## config.mk

```make
export PLATFORM = sky130hd
export DESIGN_NAME = wb_scoreboard
export DESIGN_NICKNAME = d
export VERILOG_FILES = /design/src/rtl/wb_scoreboard.sv
export SDC_FILE = /design/constraint.sdc
export NUM_CORES = 1
export LEC_CHECK = 0
export ABC_AREA = 1
export BUFFER_PORTS_ARGS = -buffer_cell sky130_fd_sc_hd__clkbuf_2
export CAP_MARGIN = 5
export CORE_MARGIN = 10
export CORE_UTILIZATION = 44
export CTS_BUF_LIST = sky130_fd_sc_hd__clkbuf_4 sky130_fd_sc_hd__clkbuf_8
export DETAILED_ROUTE_END_ITERATION = 16
export GPL_TIMING_DRIVEN = 0
export PLACE_DENSITY = 0.73
export SLEW_MARGIN = 0
export SYNTH_ARGS = -nofsm -noshare
export SYNTH_HDL_FRONTEND = slang
export SYNTH_SLANG_ARGS = --single-unit
```

## constraint.sdc

```tcl
create_clock -name clk -period 5.05 [get_ports clk]
set_input_delay 0.7575 -clock clk [delete_from_list [all_inputs] [get_ports clk]]
set_output_delay 0.7575 -clock clk [all_outputs]
set_load 0.1 [all_outputs]
```

## src/rtl/wb_scoreboard.sv

```systemverilog
`default_nettype none
// +------------------------------------------------------------------+
// | wb_scoreboard                                                    |
// | Register-hazard scoreboard: tracks in-flight writes, stalls      |
// | decode on RAW/overflow hazards, counts stalls, flags underflow.  |
// | Revision: 1.0                                                    |
// +------------------------------------------------------------------+
module wb_scoreboard #(
  parameter int WB_BYPASS = 1,
  parameter int CNT_W     = 2
) (
  input  logic        clk,
  input  logic        rst,
  input  logic        issueValid,
  input  logic        issueWriteEn,
  input  logic [2:0]  issueWriteReg,
  input  logic        srcAValid,
  input  logic [2:0]  srcAReg,
  input  logic        srcBValid,
  input  logic [2:0]  srcBReg,
  input  logic        wbWriteEn,
  input  logic [2:0]  wbWriteReg,
  output logic        stall,
  output logic [7:0]  busy,
  output logic [15:0] stallCount,
  output logic        sbError
);

  localparam logic [CNT_W-1:0] c_cnt_zero = '0;
  localparam logic [CNT_W-1:0] c_cnt_one  = CNT_W'(1);
  localparam logic [CNT_W-1:0] c_cnt_max  = '1;
  localparam logic             c_bypass   = (WB_BYPASS != 0);

  logic [7:0][CNT_W-1:0] pending_q, pending_d;
  logic [15:0]           stallCount_q, stallCount_d;
  logic                  sbError_q, sbError_d;

  logic w_rdy_a, w_rdy_b, w_haz_a, w_haz_b, w_haz_w;
  logic w_stall, w_issue_fire;

  // A source is ready if idle, or (with bypass) its last pending write retires now.
  always_comb begin
    w_rdy_a = (pending_q[srcAReg] == c_cnt_zero) ||
              (c_bypass && wbWriteEn && (wbWriteReg == srcAReg) &&
               (pending_q[srcAReg] == c_cnt_one));
    w_rdy_b = (pending_q[srcBReg] == c_cnt_zero) ||
              (c_bypass && wbWriteEn && (wbWriteReg == srcBReg) &&
               (pending_q[srcBReg] == c_cnt_one));
    w_haz_a = srcAValid && !w_rdy_a;
    w_haz_b = srcBValid && !w_rdy_b;
    w_haz_w = issueWriteEn && (pending_q[issueWriteReg] == c_cnt_max) &&
              !(wbWriteEn && (wbWriteReg == issueWriteReg));
    w_stall      = issueValid && (w_haz_a || w_haz_b || w_haz_w);
    w_issue_fire = issueValid && !w_stall && issueWriteEn;
  end

  always_comb begin
    pending_d = pending_q;
    for (int r = 0; r < 8; r++) begin
      logic inc, dec;
      inc = w_issue_fire && (issueWriteReg == 3'(r));
      dec = wbWriteEn && (wbWriteReg == 3'(r)) && (pending_q[r] != c_cnt_zero);
      if (inc && !dec) begin
        pending_d[r] = pending_q[r] + c_cnt_one;
      end else if (dec && !inc) begin
        pending_d[r] = pending_q[r] - c_cnt_one;
      end
    end
  end

  always_comb begin
    stallCount_d = stallCount_q;
    if (w_stall && (stallCount_q != 16'hFFFF)) begin
      stallCount_d = stallCount_q + 16'd1;
    end
    sbError_d = sbError_q ||
                (wbWriteEn && (pending_q[wbWriteReg] == c_cnt_zero));
  end

  always_ff @(posedge clk or posedge rst) begin
    if (rst) begin
      pending_q    <= '0;
      stallCount_q <= 16'd0;
      sbError_q    <= 1'b0;
    end else begin
      pending_q    <= pending_d;
      stallCount_q <= stallCount_d;
      sbError_q    <= sbError_d;
    end
  end

  for (genvar g = 0; g < 8; g++) begin : g_busy
    assign busy[g] = (pending_q[g] != c_cnt_zero);
  end

  assign stall      = w_stall;
  assign stallCount = stallCount_q;
  assign sbError    = sbError_q;

endmodule
`default_nettype wire

```

* After elaboration in Yosys (flattened, before gate mapping)
Cells that the tools add are included.
** Operators by class
- $add $sub $neg :: 17
- Order comparisons :: 4
- Eq/ne operators :: 21
- Multiplexer cells :: 24
- Reductions and logical operators :: 100
** Operator list (number)
- 1-bit logical AND :: 54
- 2-bit two-way mux :: 20
- 2-bit nonzero test :: 16
- 2-bit binary-select mux with 3-bit select :: 4
- 3-bit == test (second input constant) :: 8
- 1-bit logical NOT :: 20
- 16-bit by 1-bit adder with 16-bit output (second input constant) :: 1
- 2-bit by 1-bit adder with 2-bit output (second input constant) :: 8
- 3-bit by 4-bit < comparator with 1-bit output (second input constant) :: 4
- 16-bit inequality test (second input constant) :: 1
- 2-bit by 1-bit subtractor with 2-bit output (second input constant) :: 8
- 3-bit by 2-bit == test with 1-bit output (second input constant) :: 4
- 3-bit == test :: 3
- 3-bit by 1-bit == test with 1-bit output (second input constant) :: 2
- 2-bit logical NOT :: 3
- 3-bit logical NOT :: 2
- 1-bit logical OR :: 5
- 2-bit by 1-bit == test with 1-bit output (second input constant) :: 2
- 2-bit == test (second input constant) :: 1
** Word-level totals
- Flip-flop bits (word level) :: 33
- Input bits :: 19
- Output and inout port bits :: 26
- Word-level logic and storage cells :: 176

* Logic depth before layout (Yosys ltp)
- Word-level depth :: 18
- Gate-level depth with buffers :: 17
- Mapped depth without buffers :: 15

* Worst setup path after synthesis
OpenSTA, ideal clock, no wires.
- Path type :: in2out
- From :: input issueWriteReg[0]
- To :: output stall
- Data arrival time :: 2.449 ns
- Setup slack :: 1.843 ns
- Cell stages on the path :: 12
- Buffers on the path :: 3
- Cells stage by stage :: buf_4 -> buf_6 -> o21ai_0 -> nand2_1 -> nand2_1 -> nand2_1 -> nand2_1 -> nand3_2 -> nand3_4 -> buf_2 -> nand2_1 -> inv_1
** Between the ends
- Cells in the longest elaborated chain, start to end :: 7
- Elaborated cells between the ends (all ways) :: 10
- Those cells by class :: eq/ne (2); mux (2); reduce/logical (6)
** RTL lines
- start: declaration :: line 16 : input logic [2:0] issueWriteReg,
- 2-bit binary-select mux with 3-bit select :: line 51 : w_haz_w = issueWriteEn && (pending_q[issueWriteReg] == c_cnt_max) &&
- 2-bit two-way mux (implied by the code) :: line 51
- 2-bit == test :: line 51
- 1-bit logical AND :: line 51
- 1-bit logical AND (*) :: line 51
- 1-bit logical OR (*) :: line 53 : w_stall = issueValid && (w_haz_a || w_haz_b || w_haz_w);
- 1-bit logical AND (*) :: line 53
- end: declaration :: line 23 : output logic stall,
Mark *: on every way between the ends. The rest lies on a longest branch, timed or not. The select of a mux whose other input is x is not followed.

* Final worst setup path
Ends and elaborated chain as after synthesis.

==> results.toml <==
[setup_path]
cp.required_ns = 4.29
ff2ff_path_depth = 15
r2r_setup_slack_ns = 2.52
end_kind = "output port"
startpoint = "issueWriteReg[0]"
critPathKind = "in -> out"
path_cells = "buf_4 -> buf_6 -> o21ai_0 -> nand2_1 -> nand2_1 -> nand2_1 -> nand2_1 -> nand3_2 -> nand3_4 -> buf_2 -> nand2_1 -> inv_1 -> clkbuf_2"
arrival_ns = 2.54
rr_startpoint = "pending_q[7]"
reg2reg_to = "pending_q[7]"
critPathSlowestCell = "clkbuf_2"
crit_cells = 13
crit_family = "buffers and inverters"
crit_buf_inv = 5
crit_path_end = "stall"
cp_max_fo = 10
critPathMaxStageDelay_ns = 0.45
critPathLaunchType = "primary input"
path_common_cell = "nand2_1"

[drt]
viasPerCell = 5.20
wl_um = 7650
postRouteAntennaNets = 0
route.met3.wl_um = 544
dr_total_vias = 2860
wl_per_cell_um = 13.9
top_layer_used = "met4"
wl_met1_um = 3290
drcViolationCount = 0
met2WireLength_um = 3620
dr.first_iter.drc_count = 135
first_pass_iters = 4

[run_status]
status = "finished, final reports clean"

[clock_tree]
path_clk_slew_ns = 0.07
cts_hold_buf = 0
clock_sinks = 33
htree_levels = 2
clk_latency_ns = 0.29
post_cts_buffers = 0
cts_inserted_buffers = 5
clockBufferDepth = 2
cts_resized = 0
cts-root-buf = "clkbuf_8"
cts_tree = "done"

[global_routing]
grt_max_degree = 34
antenna_found_initial = 0
grt_overflow = 0
grt_pass1_wl_um = 13200
grt_pass1_vias = 2859
grt_usage_pct = 15.8

[timing]
fin_crit_ns = 3.29
slew_headroom_pct = 51.8
rsz0062_at_grt = "no"
finalHoldViolCount = 0
setup_viol = 0
slew_violations = 0
tightest_slew_ns = 0.722
fin_skew_ns = 0.00813
fin_setup_tns_ns = 0
fmax_ghz = 0.304
period_share_pct = 65.2

[logic_synthesis]
synth_cell_type_count = 29
synth_area_leaders = "dfrtp_1 (29%), nand2_1 (21%), inv_1 (5.7%)"
async_reset_ff_share_pct = 100
syn-mean-instance-area_sq_um = 6.64
synth-edff-count = 0
syn_area_sq_mm = 0.00283
synth_common_cells = "nand2_1 (157), inv_1 (43), dfrtp_1 (33)"
syn-num-nets = 454
synth_top_area_share_pct = 29.2
synth_seq_cells = 33
synth-main-ff-cell = "dfrtp_1"
yosys_warnings = 0
synth-seq-area-share_pct = 29.2
yosysMostFrequentCell = "nand2_1"
synth_top_area_cell = "dfrtp_1"
syn_inst = 426

[floorplan]
placement_rows = 29
initial_core_util_pct = 44.8
io_pins = 45
fp.dieH_um = 100
die_width_um = 100
fp.dieArea_sq_mm = 0.0100
core_area_sq_mm = 0.00631

[power]
p_leak_uw = 0.00169
peakVddDrop_uv = 378
p_per_area_mw_per_mm2 = 468

[placement]
portBuffers = 39
hpwl_um = 6050
gp_congestion = 0.918
postPlaceCellArea_sq_mm = 0.00312

[finish]
num_antenna_cells = 0
area_growth_syn_to_layout_pct = 13.4
finalNetCount = 500
seqCellArea_sq_um = 826
multi_input_area_sq_mm = 0.00173
drive_above_1_share_pct = 17.8
nFillCells = 677
fin_area_sq_mm = 0.00321

[hold_path]
hp-class = "reg -> reg"
hold_path_depth = 1

[flow_run]
maxCapViolations = 0
[cell usage in the layout (no fill, tap or decap), types with 9 or more instances in the layout]
cell,instances
ha_1,9
o21ai_0,12
xnor2_1,13
inv_1,42
nor2_1,26
nor2_2,9
dfrtp_1,33
clkbuf_2,39
nor3_1,9
nand2_1,157
a21oi_1,13
nand4_1,16
xor2_1,18
inv_2,9
nand3_1,28
[area by class of cell]
type	instances	share of cell area [%]
Buffer	12	2.61
Clock buffer	5	2.15
Clock inverter	3	0.546
Inverter	51	5.97
Multi-Input combinational cell	330	53.9
Sequential cell	33	25.7
Tap cell	77	3.00
Timing Repair Buffer	39	6.08
[power by group]
group          leakage [uW]  switching, uW  internal [uW]
registers          0.000411            113            347
logic               0.00124            656            188
clock network     0.0000439            102           95.0
total               0.00169            870            630
[registers in the layout, indices dropped and copies added (netlist names)]
| signal | count |
|---|---|
| pending_q | 16 |
| sbError | 1 |
| stallCount | 16 |
[cells by family after synthesis]
group	synth area share, %
simple gates	41.2
buf+inv	9.73
compound gates	6.32
flops	29.2
xor+xnor	9.59
fa+ha+maj	3.98
[worst min path at each step]
stage / from / to / slack (ns)
4_1_cts: sbError / sbError / 0.49
3_5_place_dp: sbError / sbError / 0.47
6_report: sbError / sbError / 0.48
3_3_place_gp: sbError / sbError / 0.46
5_1_grt: sbError / sbError / 0.51
2_1_floorplan: pending_q[14] / pending_q[14] / 0.48
[stage by stage]
step / setup WS [ns] / hold slack (ns) / util (%) / std cells / power [uW]
2_1_floorplan: 1.84 / 0.478 / - / 426 / 1140
3_3_place_gp: 1.78 / 0.465 / 49.4 / 542 / 1290
3_5_place_dp: 1.75 / 0.470 / 49.4 / 542 / 1310
4_1_cts: 1.75 / 0.490 / 50.8 / 550 / 1510
5_1_grt: 1.58 / 0.506 / 50.8 / 550 / 1610
6_report: 1.76 / 0.481 / 50.8 / 550 / 1500
[metal layers]
| layer | vias to the layer above | track usage (%) |
|---|---|---|
| met1 | 1312 | 18.9 |
| met4 | 0 | 7.07 |
| met2 | 92 | 25.6 |
| met5 | - | 0 |
| li1 | 1439 | - |
| met3 | 17 | 4.81 |
Note: power is estimated with default switching activity, not from simulation.
